==> config.mk <==
export PLATFORM = sky130hd
export DESIGN_NAME = alu_decode_stage
export DESIGN_NICKNAME = d
export VERILOG_FILES = /design/src/rtl/alu_decode_stage.sv
export SDC_FILE = /design/constraint.sdc
export NUM_CORES = 1
export LEC_CHECK = 0
export CAP_MARGIN = 20
export CORE_UTILIZATION = 38
export DETAILED_ROUTE_END_ITERATION = 16
export PLACE_DENSITY = 0.78
export SETUP_SLACK_MARGIN = 0.1
export SLEW_MARGIN = 30
export SYNTH_ARGS = -nofsm -noshare
export SYNTH_HDL_FRONTEND = slang
export SYNTH_SLANG_ARGS = --single-unit
==> constraint.sdc <==
create_clock -name clk -period 1.8 [get_ports clk]
set_input_delay 0.18 -clock clk [delete_from_list [all_inputs] [get_ports clk]]
set_output_delay 0.18 -clock clk [all_outputs]
set_load 0.01 [all_outputs]
==> src/rtl/alu_decode_stage.sv <==
// Decode-stage ALU-control decoder feeding the ID/EX control register.
// Flags unsupported instructions and keeps a saturating debug count of them.
module alu_decode_stage (
    input  logic        clk,
    input  logic        rst_n,
    input  logic [31:0] InstrD,
    input  logic        ValidD,
    input  logic        StallE,
    input  logic        FlushE,
    output logic [2:0]  ALUControlE,
    output logic        ALUSrcE,
    output logic        RegWriteE,
    output logic        MemWriteE,
    output logic [1:0]  ResultSrcE,
    output logic        BranchE,
    output logic        ValidE,
    output logic        IllegalE,
    output logic [7:0]  IllegalCount
);

    typedef enum logic [2:0] {
        ALU_ADD = 3'b000,
        ALU_SUB = 3'b001,
        ALU_AND = 3'b010,
        ALU_OR  = 3'b011,
        ALU_SLT = 3'b101
    } alu_op_t;

    typedef enum logic [6:0] {
        OP_R      = 7'b0110011,
        OP_I      = 7'b0010011,
        OP_LOAD   = 7'b0000011,
        OP_STORE  = 7'b0100011,
        OP_BRANCH = 7'b1100011
    } opcode_t;

    typedef struct packed {
        alu_op_t    alu;
        logic       alu_src;
        logic       reg_write;
        logic       mem_write;
        logic [1:0] result_src;
        logic       branch;
    } ctrl_t;

    localparam ctrl_t CTRL_NONE = '{alu: ALU_ADD, alu_src: 1'b0, reg_write: 1'b0,
                                    mem_write: 1'b0, result_src: 2'b00, branch: 1'b0};

    logic [6:0] opcode;
    logic [2:0] funct3;
    logic [6:0] funct7;
    ctrl_t      ctrl_d;
    logic       legal_d;
    ctrl_t      ctrl_q;
    logic       valid_q;
    logic       illegal_q;
    logic [7:0] count_q;

    assign opcode = InstrD[6:0];
    assign funct3 = InstrD[14:12];
    assign funct7 = InstrD[31:25];

    // funct3 -> ALU op shared by R-type and I-type arithmetic.
    function automatic logic arith_op(input logic [2:0] f3, output alu_op_t op);
        op = ALU_ADD;
        arith_op = 1'b1;
        case (f3)
            3'b000:  op = ALU_ADD;
            3'b111:  op = ALU_AND;
            3'b110:  op = ALU_OR;
            3'b010:  op = ALU_SLT;
            default: arith_op = 1'b0;
        endcase
    endfunction

    // NOTE: every signal driven here gets a default first, so no path leaves one unassigned (no latch).
    always_comb begin
        ctrl_d  = CTRL_NONE;
        legal_d = 1'b0;
        case (opcode)
            OP_R: begin
                if (funct7 == 7'b0000000) begin
                    legal_d = arith_op(funct3, ctrl_d.alu);
                end else if (funct7 == 7'b0100000 && funct3 == 3'b000) begin
                    legal_d    = 1'b1;
                    ctrl_d.alu = ALU_SUB;
                end
                ctrl_d.reg_write = 1'b1;
            end
            OP_I: begin
                legal_d          = arith_op(funct3, ctrl_d.alu);
                ctrl_d.alu_src   = 1'b1;
                ctrl_d.reg_write = 1'b1;
            end
            OP_LOAD: begin
                legal_d           = (funct3 == 3'b010);
                ctrl_d.alu_src    = 1'b1;
                ctrl_d.reg_write  = 1'b1;
                ctrl_d.result_src = 2'b01;
            end
            OP_STORE: begin
                legal_d          = (funct3 == 3'b010);
                ctrl_d.alu_src   = 1'b1;
                ctrl_d.mem_write = 1'b1;
            end
            OP_BRANCH: begin
                legal_d       = (funct3 == 3'b000);
                ctrl_d.alu    = ALU_SUB;
                ctrl_d.branch = 1'b1;
            end
            default: legal_d = 1'b0;
        endcase
        // Illegal words travel down the pipe with every control cleared.
        if (!legal_d) begin
            ctrl_d = CTRL_NONE;
        end
    end

    // NOTE: state registers use non-blocking assignments so every flop samples pre-edge values.
    always_ff @(posedge clk or negedge rst_n) begin
        if (!rst_n) begin
            ctrl_q    <= CTRL_NONE;
            valid_q   <= 1'b0;
            illegal_q <= 1'b0;
            count_q   <= 8'd0;
        end else if (FlushE) begin
            ctrl_q    <= CTRL_NONE;
            valid_q   <= 1'b0;
            illegal_q <= 1'b0;
        end else if (!StallE) begin
            if (ValidD) begin
                ctrl_q    <= ctrl_d;
                valid_q   <= 1'b1;
                illegal_q <= !legal_d;
                if (!legal_d && count_q != 8'hFF) begin
                    count_q <= count_q + 8'd1;
                end
            end else begin
                ctrl_q    <= CTRL_NONE;
                valid_q   <= 1'b0;
                illegal_q <= 1'b0;
            end
        end
    end

    assign ALUControlE  = ctrl_q.alu;
    assign ALUSrcE      = ctrl_q.alu_src;
    assign RegWriteE    = ctrl_q.reg_write;
    assign MemWriteE    = ctrl_q.mem_write;
    assign ResultSrcE   = ctrl_q.result_src;
    assign BranchE      = ctrl_q.branch;
    assign ValidE       = valid_q;
    assign IllegalE     = illegal_q;
    assign IllegalCount = count_q;

endmodule

# Word-level counts from Yosys, hierarchy flattened

Index checks and enable logic that the tools add are counted.

Multiplexer cells: 23
Bitwise operators: 2
Add/sub/neg operators: 1
Reduce and logical (&&, ||, !) cells: 10
Eq/ne operators: 11

Operators by type and width:

| kind                  | count |
|---|---|
| $mux W9               | 4 |
| $eq A7 B6 Y1 const B  | 3 |
| $pmux W3 S3           | 2 |
| $mux W1               | 15 |
| $add A8 B1 Y8 const B | 1 |
| $ne A8 B8 Y1 const B  | 1 |
| $eq A7 B2 Y1 const B  | 1 |
| $eq A7 B5 Y1 const B  | 1 |
| $eq A7 B7 Y1 const B  | 1 |
| $logic_not A7 Y1      | 1 |
| $eq A3 B3 Y1 const B  | 2 |
| $reduce_or A3 Y1      | 2 |
| $pmux W1 S4           | 1 |
| $reduce_and A4 Y1     | 1 |
| $reduce_or A4 Y1      | 1 |
| $eq A3 B2 Y1 const B  | 1 |
| $logic_not A3 Y1      | 1 |
| $mux W3               | 1 |
| $logic_and A1 B1 Y1   | 2 |
| $ne A2 B1 Y1 const B  | 1 |
| $not A1 Y1            | 2 |
| $reduce_or A2 Y1      | 1 |
| $logic_not A1 Y1      | 1 |

Input port bits: 37
Logic and storage cells: 56
Bits in registers: 19

# Depth between registers and ports, before layout

Depth in word-level cells: 9
Depth in mapped cells: 6
Gate-level depth less buffers: 6

# Worst setup path after synthesis

Ideal clock, no wire load.

Path kind: register to register
Start point: register count_q[0], in the netlist IllegalCount[0]
End point: register count_q[1], in the netlist IllegalCount[1]
Arrival: 1.565 ns
Stages on the path, launching flop included: 7
Path slack: 0.107 ns
Data required time: 1.672 ns
Library setup time: 0.128 ns
Cell sequence: dfrtp_1 -> ha_1 -> inv_1 -> nor3_1 -> a31oi_1 -> nand3_2 -> mux2_1

Longest elaborated chain between the ends: 3
Elaborated cells between the ends (all ways): 4

RTL lines:

| element                                               | RTL line | source |
|---|---|---|
| start, declared                                       | 57       | `logic [7:0] count_q;` |
| start signal, assigned                                | 136      | `count_q <= count_q + 8'd1;` |
| branches (longest 3 deep; another with $add A8 B1 Y8) | --       |  |

Parallel ways; which one is timed is not known.
A chain may end at the register's enable or synchronous reset.

# Worst setup path after layout

Start point: input InstrD[13]
End point: register count_q[6], in the netlist IllegalCount[6]

Longest elaborated chain between the ends: 8
Elaborated cells between the ends (all ways): 13

RTL lines:

| element                                                           | RTL line    | source |
|---|---|---|
| start, declared                                                   | 6           | `input logic [31:0] InstrD,` |
| $eq A3 B2 Y1, or another cell as far along                        | 67, 96, 102 |  |
| $reduce_or A4 Y1 (no line) or $logic_and A1 B1 Y1 (tied branches) | --          |  |
| $mux W1 (on tied branches)                                        | 67, 84      |  |
| $mux W1                                                           | 82          | `if (funct7 == 7'b0000000) begin` |
| $pmux W1 S4 (*)                                                   | 80          | `case (opcode)` |
| $logic_not A1 Y1 (*)                                              | 135         | `if (!legal_d && count_q != 8'hFF) begin` |
| $logic_and A1 B1 Y1 (*)                                           | 135         |  |
| $reduce_and A4 Y1 (no line) (*)                                   | --          |  |

Mark *: on every way between the ends. The rest lies on a longest branch, timed or not.

==> metrics.cfg <==
[critical_path]
slowest_delay_ns=0.45
startpoint_type=input port
crit_required_ns=1.99
crit_arrival_ns=1.85
r2r-start=IllegalCount[1]
crit_family=simple AND/OR/NAND/NOR gates
endpoint_kind=flop
path_buf_inv=1
worstSetupPathType=in -> reg
cp-startpoint=InstrD[13]
reg2reg_setup_slack_ns=0.19
crit_slowest_cell=or3b_4
reg2reg_depth=6
cp_max_fo=5
timing.rr.end=IllegalCount[1]
cp_num_cells=6
crit_end=IllegalCount[6]
path_cells=dlygate4sd2_1 -> o31a_1 -> nor4b_4 -> or3b_4 -> nand4_1 -> mux2_4

[cts]
htreeDepth=1
cts_tree=done
clk_latency_ns=0.30
clock_sinks=18
numCtsBuffers=3
cts_root_buffer=clkbuf_4
clock_path_buffers=2
clkTransAtPathRegs_ns=0.11

[synthesis]
synth-edff-count=0
synthTopCellsByArea=dfrtp_1, nand2_1, nand4_1, xnor2_1, o21ai_0
yosys.area.top_type=dfrtp_1
syn_nets=147
synthXorXnorAreaFrac_pct=4.19
syn_inst=109
synthAdderAreaFrac_pct=1.20
synth_async_sr_flop_share_pct=100
yosysSeqAreaShare_pct=43.1
synth_compound_area_share_pct=12.5
synth_top_family_by_area=simple AND/OR/NAND/NOR gates
synth-simple-area-share_pct=31.9
yosys_most_used_dff=dfrtp_1
yosysMostFrequentCell=dfrtp_1
ys_ff_latch=18
synth_common_cells=dfrtp_1, nand2_1, nand4_1, o21ai_0, nor2_1
ys_types=40
yosysWarningCount=0
synthMuxAreaShare_pct=3.23
synthesis.area_um2=1040
syn_area_per_cell_um2=9.58
synth_top_area_share_pct=43.1

[placement]
gp_congestion=0.863
dp_slack_ns=-0.437
placed_cell_area_um2=1650
dp.cells=202
io_buffers=39
dpl.hpwl_um=2320

[die]
dieArea_um2=2960
rows=18
io_pins=56
die_height_um=54.4
start_util_pct=41.1
die_w_um=54.4
design.core.area_um2=2540

[finish]
layout-drive-gt1-share_pct=26.5
final_cell_area_um2=1790
area_growth_pct=71.4
seqCellArea_um2=450
fillCellCount=205
multi_input_area_um2=613
antenna_cells=0
fin_cells=211
fin_nets=220

[timing]
hold-worst-slack_ns=0.195
tns_ns=0
fin_skew_ns=0.00150
slew_viol_final=0
post-route-min-period_ns=1.66
setup_violations=0
setup_ws_ns=0.138
finalCritPeriodShare_pct=92.4
fmax_mhz=602
hold_violations=0
rsz0062_at_grt=true

[grt]
grt_pass1_vias=1150
grt_usage_pct=22.6
grt_max_degree=19
antenna_found_initial=0
overflow=0
grt_pass1_wl_um=4750

[route]
drt-pass1-iter-count=4
routedWlPerCell_um=14.4
drc=0
via_count=1135
initialDrtViolationCount=8
postRouteAntennaNets=0
avgViaCountPerCell=5.38
drt-total-wl_um=3040

[status]
status=finished, final reports clean

[pwr]
p_per_area_nw_per_um2=657
ir_drop_mv=0.660
leakage_nw=0.830

[flow_run]
cap_violations=0

[min_path]
min_path_type=in -> async

## area by class of cell
type / instances / share of cell area [%]
timing repair buffer: 71 / 35.6
multi-input combinational: 84 / 34.2
sequential: 18 / 25.2
inverter: 4 / 0.839
clock buffer: 4 / 2.03
tap: 30 / 2.10
## power by group
part	switching [mW]	internal (mW)	total, mW
registers	0.0583	0.456	0.514
clock network	0.131	0.123	0.254
logic	0.161	0.247	0.407
total	0.350	0.826	1.18
## layer usage
| metal | share of wire [%] | global-route usage (%) | vias to the layer above | wire length (um) |
|---|---|---|---|---|
| met5 | 0 | 0 | - | 0 |
| met4 | 1.9 | 11.1 | 0 | 57 |
| met3 | 4.4 | 3.06 | 8 | 134 |
| met2 | 56 | 44.5 | 44 | 1720 |
| met1 | 37 | 22.5 | 542 | 1130 |
| li1 | - | - | 541 | - |
## cells in the final DEF, fill, tap and decap left out, types with 2 or more instances in the layout
master	n
and2_1	2
and3_1	3
buf_4	32
clkbuf_4	3
clkdlybuf4s15_1	2
clkdlybuf4s50_1	25
dfrtp_1	18
dlygate4sd2_1	6
dlymetal6s2s_1	6
inv_1	4
mux2_4	2
nand2_1	15
nand2b_1	3
nand3_1	2
nand4_1	7
nand4b_1	2
nor2_1	6
nor2b_1	2
o21ai_0	6
o21ai_1	2
o31a_1	2
xnor2_1	5
## through the flow
| step | power [mW] | util [%] |
|---|---|---|
| final | 1.18 | 70.4 |
| after global routing | 1.24 | 70.4 |
| after CTS | 1.14 | 67.2 |
| after detailed placement | 0.893 | 64.9 |
| after global placement | 0.879 | 64.9 |
| after floorplan | 0.654 | - |
## how the worst min path moves through the flow
stage | end | slack [ns] | depth (start not counted)
CTS | IllegalCount[3] | 0.20 | 2
detailed placement | ALUSrcE | 0.48 | 2
floorplan | ALUControlE[0] | -0.12 | 0
global route | IllegalCount[2] | 0.22 | 2
finish | IllegalCount[3] | 0.19 | 2
global placement | ValidE | 0.46 | 2
## kinds of logic (layout without fill, tap and decap cells)
family,Yosys count,in the layout
AOI/OAI and AO/OA,19,19
and+or+nand+nor,55,55
xor gates and xnor gates,5,5
adders and majority gates,1,1
muxes,3,3
DFF,18,18
other,1,1
buffers and inverters,7,79
## sequential cells by signal, summed over array words and instances, names as in the netlist
register	cells
IllegalCount	8
ALUControlE	3
ALUSrcE	1
BranchE	1
IllegalE	1
MemWriteE	1
RegWriteE	1
ResultSrcE	1
ValidE	1
## timing repair
| action | 4_1_cts | 5_1_grt |
|---|---|---|
| pin swaps | 5 | 8 |
| buffers inserted | 2 | 3 |
| resized for setup | 12 | 15 |
| setup endpoints to repair | 9 | 12 |
| hold buffers | 0 | 0 |
No activity file was read; power rests on OpenSTA's default activity.
